===== config.mk =====
export PLATFORM = sky130hd
export DESIGN_NAME = mu0_ctrl
export DESIGN_NICKNAME = d
export VERILOG_FILES = /design/src/rtl/mu0_pkg.sv /design/src/rtl/mu0_decode.sv /design/src/rtl/mu0_ctrl.sv
export SDC_FILE = /design/constraint.sdc
export NUM_CORES = 1
export LEC_CHECK = 0
export ABC_AREA = 0
export CAP_MARGIN = 20
export CORE_AREA = 2 2 39 41
export CTS_CLUSTER_DIAMETER = 40
export DETAILED_ROUTE_END_ITERATION = 6
export DIE_AREA = 0 0 41 43
export GPL_TIMING_DRIVEN = 1
export SYNTH_ARGS = -nofsm -noshare
export SYNTH_HDL_FRONTEND = slang
export SYNTH_HIERARCHICAL = 1
export SYNTH_SLANG_ARGS = --single-unit

===== constraint.sdc =====
create_clock -name Clk -period 1 [get_ports Clk]
set_clock_uncertainty 0.2 [all_clocks]
set_input_delay 0.1 -clock Clk [delete_from_list [all_inputs] [get_ports Clk]]
set_output_delay 0.1 -clock Clk [all_outputs]
set_load 0.05 [all_outputs]

===== src/rtl/mu0_pkg.sv =====
// Shared definitions for the MU0 control unit: opcodes, FSM states, ALU codes
// and the decoded control word passed from mu0_decode to mu0_ctrl.
package mu0_pkg;

    localparam logic [3:0] OP_LDA = 4'd0;
    localparam logic [3:0] OP_STA = 4'd1;
    localparam logic [3:0] OP_ADD = 4'd2;
    localparam logic [3:0] OP_SUB = 4'd3;
    localparam logic [3:0] OP_JMP = 4'd4;
    localparam logic [3:0] OP_JGE = 4'd5;
    localparam logic [3:0] OP_JNE = 4'd6;
    localparam logic [3:0] OP_STP = 4'd7;

    localparam logic [1:0] ALU_PASS = 2'b00;
    localparam logic [1:0] ALU_ADD  = 2'b01;
    localparam logic [1:0] ALU_SUB  = 2'b10;

    typedef enum logic [1:0] {
        S_FETCH = 2'd0,
        S_EXEC  = 2'd1,
        S_HALT  = 2'd2
    } state_t;

    // EXEC-phase control word; is_mem marks opcodes that wait for MemAck
    typedef struct packed {
        logic       addr_sel;
        logic       pc_sel;
        logic       pc_en;
        logic       acc_en;
        logic [1:0] alu_fn;
        logic       mem_rd;
        logic       mem_wr;
        logic       is_mem;
        logic       is_halt;
        logic       is_illegal;
    } ctrl_word_t;

endpackage


===== src/rtl/mu0_decode.sv =====
// Combinational opcode decoder: OpCode/N/Z to the EXEC-phase control word.
// Conditional jumps assert PCSel only together with PCEn (jump taken).
import mu0_pkg::*;

module mu0_decode (
    input  logic [3:0]  OpCode,
    input  logic        N,
    input  logic        Z,
    output ctrl_word_t  cw
);

    always_comb begin
        cw = '0;
        case (OpCode)
            OP_LDA: begin
                cw.addr_sel = 1'b1;
                cw.mem_rd   = 1'b1;
                cw.alu_fn   = ALU_PASS;
                cw.acc_en   = 1'b1;
                cw.is_mem   = 1'b1;
            end
            OP_STA: begin
                cw.addr_sel = 1'b1;
                cw.mem_wr   = 1'b1;
                cw.is_mem   = 1'b1;
            end
            OP_ADD: begin
                cw.addr_sel = 1'b1;
                cw.mem_rd   = 1'b1;
                cw.alu_fn   = ALU_ADD;
                cw.acc_en   = 1'b1;
                cw.is_mem   = 1'b1;
            end
            OP_SUB: begin
                cw.addr_sel = 1'b1;
                cw.mem_rd   = 1'b1;
                cw.alu_fn   = ALU_SUB;
                cw.acc_en   = 1'b1;
                cw.is_mem   = 1'b1;
            end
            OP_JMP: begin
                cw.pc_sel = 1'b1;
                cw.pc_en  = 1'b1;
            end
            OP_JGE: begin
                cw.pc_sel = !N;
                cw.pc_en  = !N;
            end
            OP_JNE: begin
                cw.pc_sel = !Z;
                cw.pc_en  = !Z;
            end
            OP_STP: begin
                cw.is_halt = 1'b1;
            end
            default: begin
                cw.is_halt    = 1'b1;
                cw.is_illegal = 1'b1;
            end
        endcase
    end

endmodule


===== src/rtl/mu0_ctrl.sv =====
// MU0 fetch/execute control FSM. Optional retired-instruction counter
// (InstrCount) is built when MU0_PERFCNT_EN is defined.
import mu0_pkg::*;

module mu0_ctrl #(
    parameter int OP_W  = 4
`ifdef MU0_PERFCNT_EN
    ,
    parameter int CNT_W = 16
`endif
) (
    input  logic            Clk,
    input  logic            Reset,
    input  logic [OP_W-1:0] OpCode,
    input  logic            N,
    input  logic            Z,
    input  logic            MemAck,
    output logic            AddrSel,
    output logic            PCSel,
    output logic            PCEn,
    output logic            IREn,
    output logic            AccEn,
    output logic [1:0]      AluFn,
    output logic            MemRd,
    output logic            MemWr,
    output logic            Halted,
    output logic            Illegal
`ifdef MU0_PERFCNT_EN
    ,
    output logic [CNT_W-1:0] InstrCount
`endif
);

    state_t     state_reg;
    state_t     state_next;
    ctrl_word_t cw;
    logic       illegal_reg;

    mu0_decode u_decode (
        .OpCode (OpCode),
        .N      (N),
        .Z      (Z),
        .cw     (cw)
    );

    always_ff @(posedge Clk) begin
        if (Reset) begin
            state_reg <= S_FETCH;
        end else begin
            state_reg <= state_next;
        end
    end

    always_comb begin
        state_next = state_reg;
        case (state_reg)
            S_FETCH: if (MemAck) state_next = S_EXEC;
            S_EXEC: begin
                if (cw.is_mem) begin
                    if (MemAck) state_next = S_FETCH;
                end else if (cw.is_halt) begin
                    state_next = S_HALT;
                end else begin
                    state_next = S_FETCH;
                end
            end
            S_HALT:  state_next = S_HALT;
            default: state_next = S_FETCH;
        endcase
    end

    // Reset overrides every output so an in-flight memory access is dropped
    always_comb begin
        AddrSel = 1'b0;
        PCSel   = 1'b0;
        PCEn    = 1'b0;
        IREn    = 1'b0;
        AccEn   = 1'b0;
        AluFn   = ALU_PASS;
        MemRd   = 1'b0;
        MemWr   = 1'b0;
        Halted  = 1'b0;
        Illegal = 1'b0;
        if (!Reset) begin
            Illegal = illegal_reg;
            case (state_reg)
                S_FETCH: begin
                    MemRd = 1'b1;
                    IREn  = MemAck;
                    PCEn  = MemAck;
                end
                S_EXEC: begin
                    AddrSel = cw.addr_sel;
                    AluFn   = cw.alu_fn;
                    MemRd   = cw.mem_rd;
                    MemWr   = cw.mem_wr;
                    if (cw.is_mem) begin
                        AccEn = cw.acc_en & MemAck;
                    end else begin
                        PCSel = cw.pc_sel;
                        PCEn  = cw.pc_en;
                    end
                end
                S_HALT:  Halted = 1'b1;
                default: ;
            endcase
        end
    end

    always_ff @(posedge Clk) begin
        if (Reset) begin
            illegal_reg <= 1'b0;
        end else if (state_reg == S_EXEC && cw.is_illegal) begin
            illegal_reg <= 1'b1;
        end
    end

`ifdef MU0_PERFCNT_EN
    logic [CNT_W-1:0] cnt_reg;

    // Counts completed instructions (STP included, illegal opcodes excluded)
    always_ff @(posedge Clk) begin
        if (Reset) begin
            cnt_reg <= '0;
        end else if (state_reg == S_EXEC && state_next != S_EXEC &&
                     !cw.is_illegal && cnt_reg != {CNT_W{1'b1}}) begin
            cnt_reg <= cnt_reg + CNT_W'(1);
        end
    end

    assign InstrCount = Reset ? '0 : cnt_reg;
`endif

endmodule


==> flow_summary_export.csv <==
group,metric,value,unit
worst_setup_path,cp.arrival,1.28,ns
clock_tree,htree_levels,1,
drt,top_layer,"met4",
timing,layout_min_cycle_time,1.58,ns
timing,hold_viol_final,0,
grt,antenna_found_initial,0,
die,coreArea,1380,µm²
yosys,netlist.area_leader.share,18.0,%
drt,post_drt_via_cell_ratio,4.54,
clock_tree,clock_latency,0.24,ns
clock_tree,cts_buffer_depth,2,
clock_tree,ctsHoldBuffers,0,
yosys,synth.distinct_cells,24,
worst_setup_path,end_kind,"output port",
die,initial_core_util,24.1,%
run_status,failed_checks,"negative setup slack",
worst_setup_path,critPathMaxFanout,6,
die,rows,14,
yosys,synthXorXnorAreaFrac,0,%
place,dp_worst_setup_slack,-0.731,ns
drt,ant_nets,0,
drt,route.detailed.drc,0,
cells_and_area,diodes,0,
timing,clock.fmax,633,MHz
die,die_w,41,µm
timing,report.final.slew_viol_count,0,
clock_tree,cts_root_buf,"clkbuf_4",
die,fp.dieArea,1760,µm²
cells_and_area,layout-drive-gt1-share,68.4,%
yosys,yosysTopAreaCell,"dfxtp_1",
power_and_ir_drop,p_leak,0.379,nW
worst_setup_path,path_cells,"nor3b_4, and4_4, buf_12",
yosys,yosysSeqAreaShare,18.0,%
cells_and_area,fin_util,63.2,%
drt,first_pass_iters,3,
yosys,ys_seq_elements,3,
yosys,syn-cell-area,333,µm²
worst_setup_path,cp_slowest_cell,"dfxtp_4",
yosys,syn_inst,44,
clock_tree,clock-sinks,3,
yosys,muxShareOfSynthArea,0,%
min_path,hp-class,"in -> reg",
grt,grt_pass1_vias,421,
grt,grt_max_degree,7,
cells_and_area,final_nets,89,
die,dieHeight,43,µm
clock_tree,numCtsBuffers,3,
run_status,status,"finished with violations",
drt,vias,431,
clock_tree,path_clk_slew,0.04,ns
yosys,synth-simple-area-share,55.3,%
worst_setup_path,crit_type,"reg -> out",
yosys,synth_top_family_by_area,"simple AND/OR/NAND/NOR gates",
drt,dr_wl_met2,529,µm
clock_tree,cts_tree,"done",
worst_setup_path,startpoint_type,"register",
drt,drtIter0Drc,3,
yosys,ys.warnings.count,6,
grt,track_usage,15.0,%
yosys,synthAdderAreaFrac,0,%
place,gp_congestion,0.804,
grt,grt_overflow_total,0,
timing,rsz0062_at_grt,"yes",
timing,finalSetupViolCount,14,
yosys,synth_compound_gate_area_share,12.0,%
place,portBuffers,19,
timing,relSlewSlack,83.0,%
cells_and_area,largest_reg_flops,2,
job,drv_cap,0,
drt,routedWlPerCell,10.7,µm
yosys,avgSynthCellArea,7.56,µm²
power_and_ir_drop,power.density,766,nW/µm²
timing,period_share,158,%
timing,post-route-worst-setup-slack,-0.581,ns
worst_setup_path,worstPathRequired,0.70,ns
worst_setup_path,max_stage_delay,0.36,ns
grt,grt_pass1_wl,1.76,mm
drt,wl,1.02,mm
cells_and_area,syn_to_final_growth,163,%
cells_and_area,final_cells,95,
drt,drt-met1-wl,416,µm
yosys,synth.area.top_cells,"dfxtp_1 (18%), a21oi_1 (9.0%), and2_1 (7.5%)",
yosys,syn_nets,53,
drt,wl_met3,46,µm
place,dp_hpwl,814,µm
timing,tightest_slew,0.254,ns
place,dp_cells,90,
power_and_ir_drop,vdd_ir_drop_max,500,µV
cells_and_area,n_fill_cell,111,
cells_and_area,regArea,66.3,µm²
die,io_pins,20,
cells_and_area,multi_input_area,317,µm²
cell type report:
cell class | instances | share of cell area [%]
Clock buffer | 4 | 3.00
Inverter | 3 | 1.29
Multi-Input combinational cell | 33 | 36.2
Sequential cell | 3 | 7.58
Tap cell | 16 | 2.29
Timing Repair Buffer | 36 | 49.6
worst paths after layout:
kind	startpoint	endpoint	slack, ns	cells past startpoint
setup / recovery	state_reg[0]	AccEn	-0.58	3
hold / removal	Reset	state_reg[1]	0.22	3
setup reg to reg	state_reg[0]	state_reg[0]	-0.13	4
hold reg to reg	illegal_reg	illegal_reg	0.37	3
stage by stage:
step | area (µm²) | total power, mW | hold slack (ns) | setup TNS (ns)
global placement | 806 | 0.429 | 0.293 | -8.25
floorplan | 403 | 0.276 | -0.0383 | -2.85
finish | 875 | 0.670 | 0.224 | -5.40
global route | 875 | 0.710 | 0.226 | -6.02
detailed placement | 806 | 0.432 | 0.301 | -8.06
CTS | 886 | 0.690 | 0.209 | -5.63
logic make-up after synthesis:
family | after synthesis
simple gates | 26
buf+inv | 8
compound gates | 7
flops | 3
critical path, delay by kind of cell, from the launching register on:
family | cells | cell delay [ns]
AND/OR/NAND/NOR | 2 | 0.54
flip-flops | 1 | 0.36
buffers and inverters | 1 | 0.13
routing by layer:
metal  vias up  track usage (%)
li1        221                -
met4         0             8.00
met5         -                0
met2        12             22.8
met1       193             17.0
met3         5             6.28
power breakdown:
part           leakage [nW]  internal [mW]  switching, mW
clock                0.0150          0.150         0.0749
sequential           0.0261          0.128        0.00828
combinational         0.338          0.167          0.142
cell usage in the layout (no fill, tap or decap), types with 2 or more instances in the layout:
cell type / n
a21oi_1: 3
buf_12: 11
clkbuf_4: 3
nor3b_4: 2
dlygate4sd2_1: 7
a21oi_4: 2
dfxtp_2: 2
buf_6: 4
nand3b_1: 3
buf_4: 13
and2_2: 5
inv_2: 2
synth_stat cells:
| master | instances |
|---|---|
| a21oi_1 | 6 |
| and2_1 | 4 |
| buf_4 | 3 |
| dfxtp_1 | 3 |
| inv_1 | 3 |
| nand3b_1 | 3 |
| nor2_1 | 3 |
| nand2b_1 | 2 |
| nor4b_1 | 2 |
| and2_2 | 1 |
| and3_1 | 1 |
| and3b_1 | 1 |
| and4_1 | 1 |
| buf_6 | 1 |
| clkbuf_1 | 1 |
| nand2_1 | 1 |
| nand3_1 | 1 |
| nand4bb_1 | 1 |
| nor2b_1 | 1 |
| nor3_1 | 1 |
| nor3b_1 | 1 |
| nor3b_4 | 1 |
| o211a_1 | 1 |
| or2_1 | 1 |
what timing repair did:
action,CTS,global route
resized for setup,20,2
endpoints found under the setup margin,14,14
pin swaps,10,3
buffers inserted,2,1
gates cloned,0,0
(Power assumes the default switching activity.)
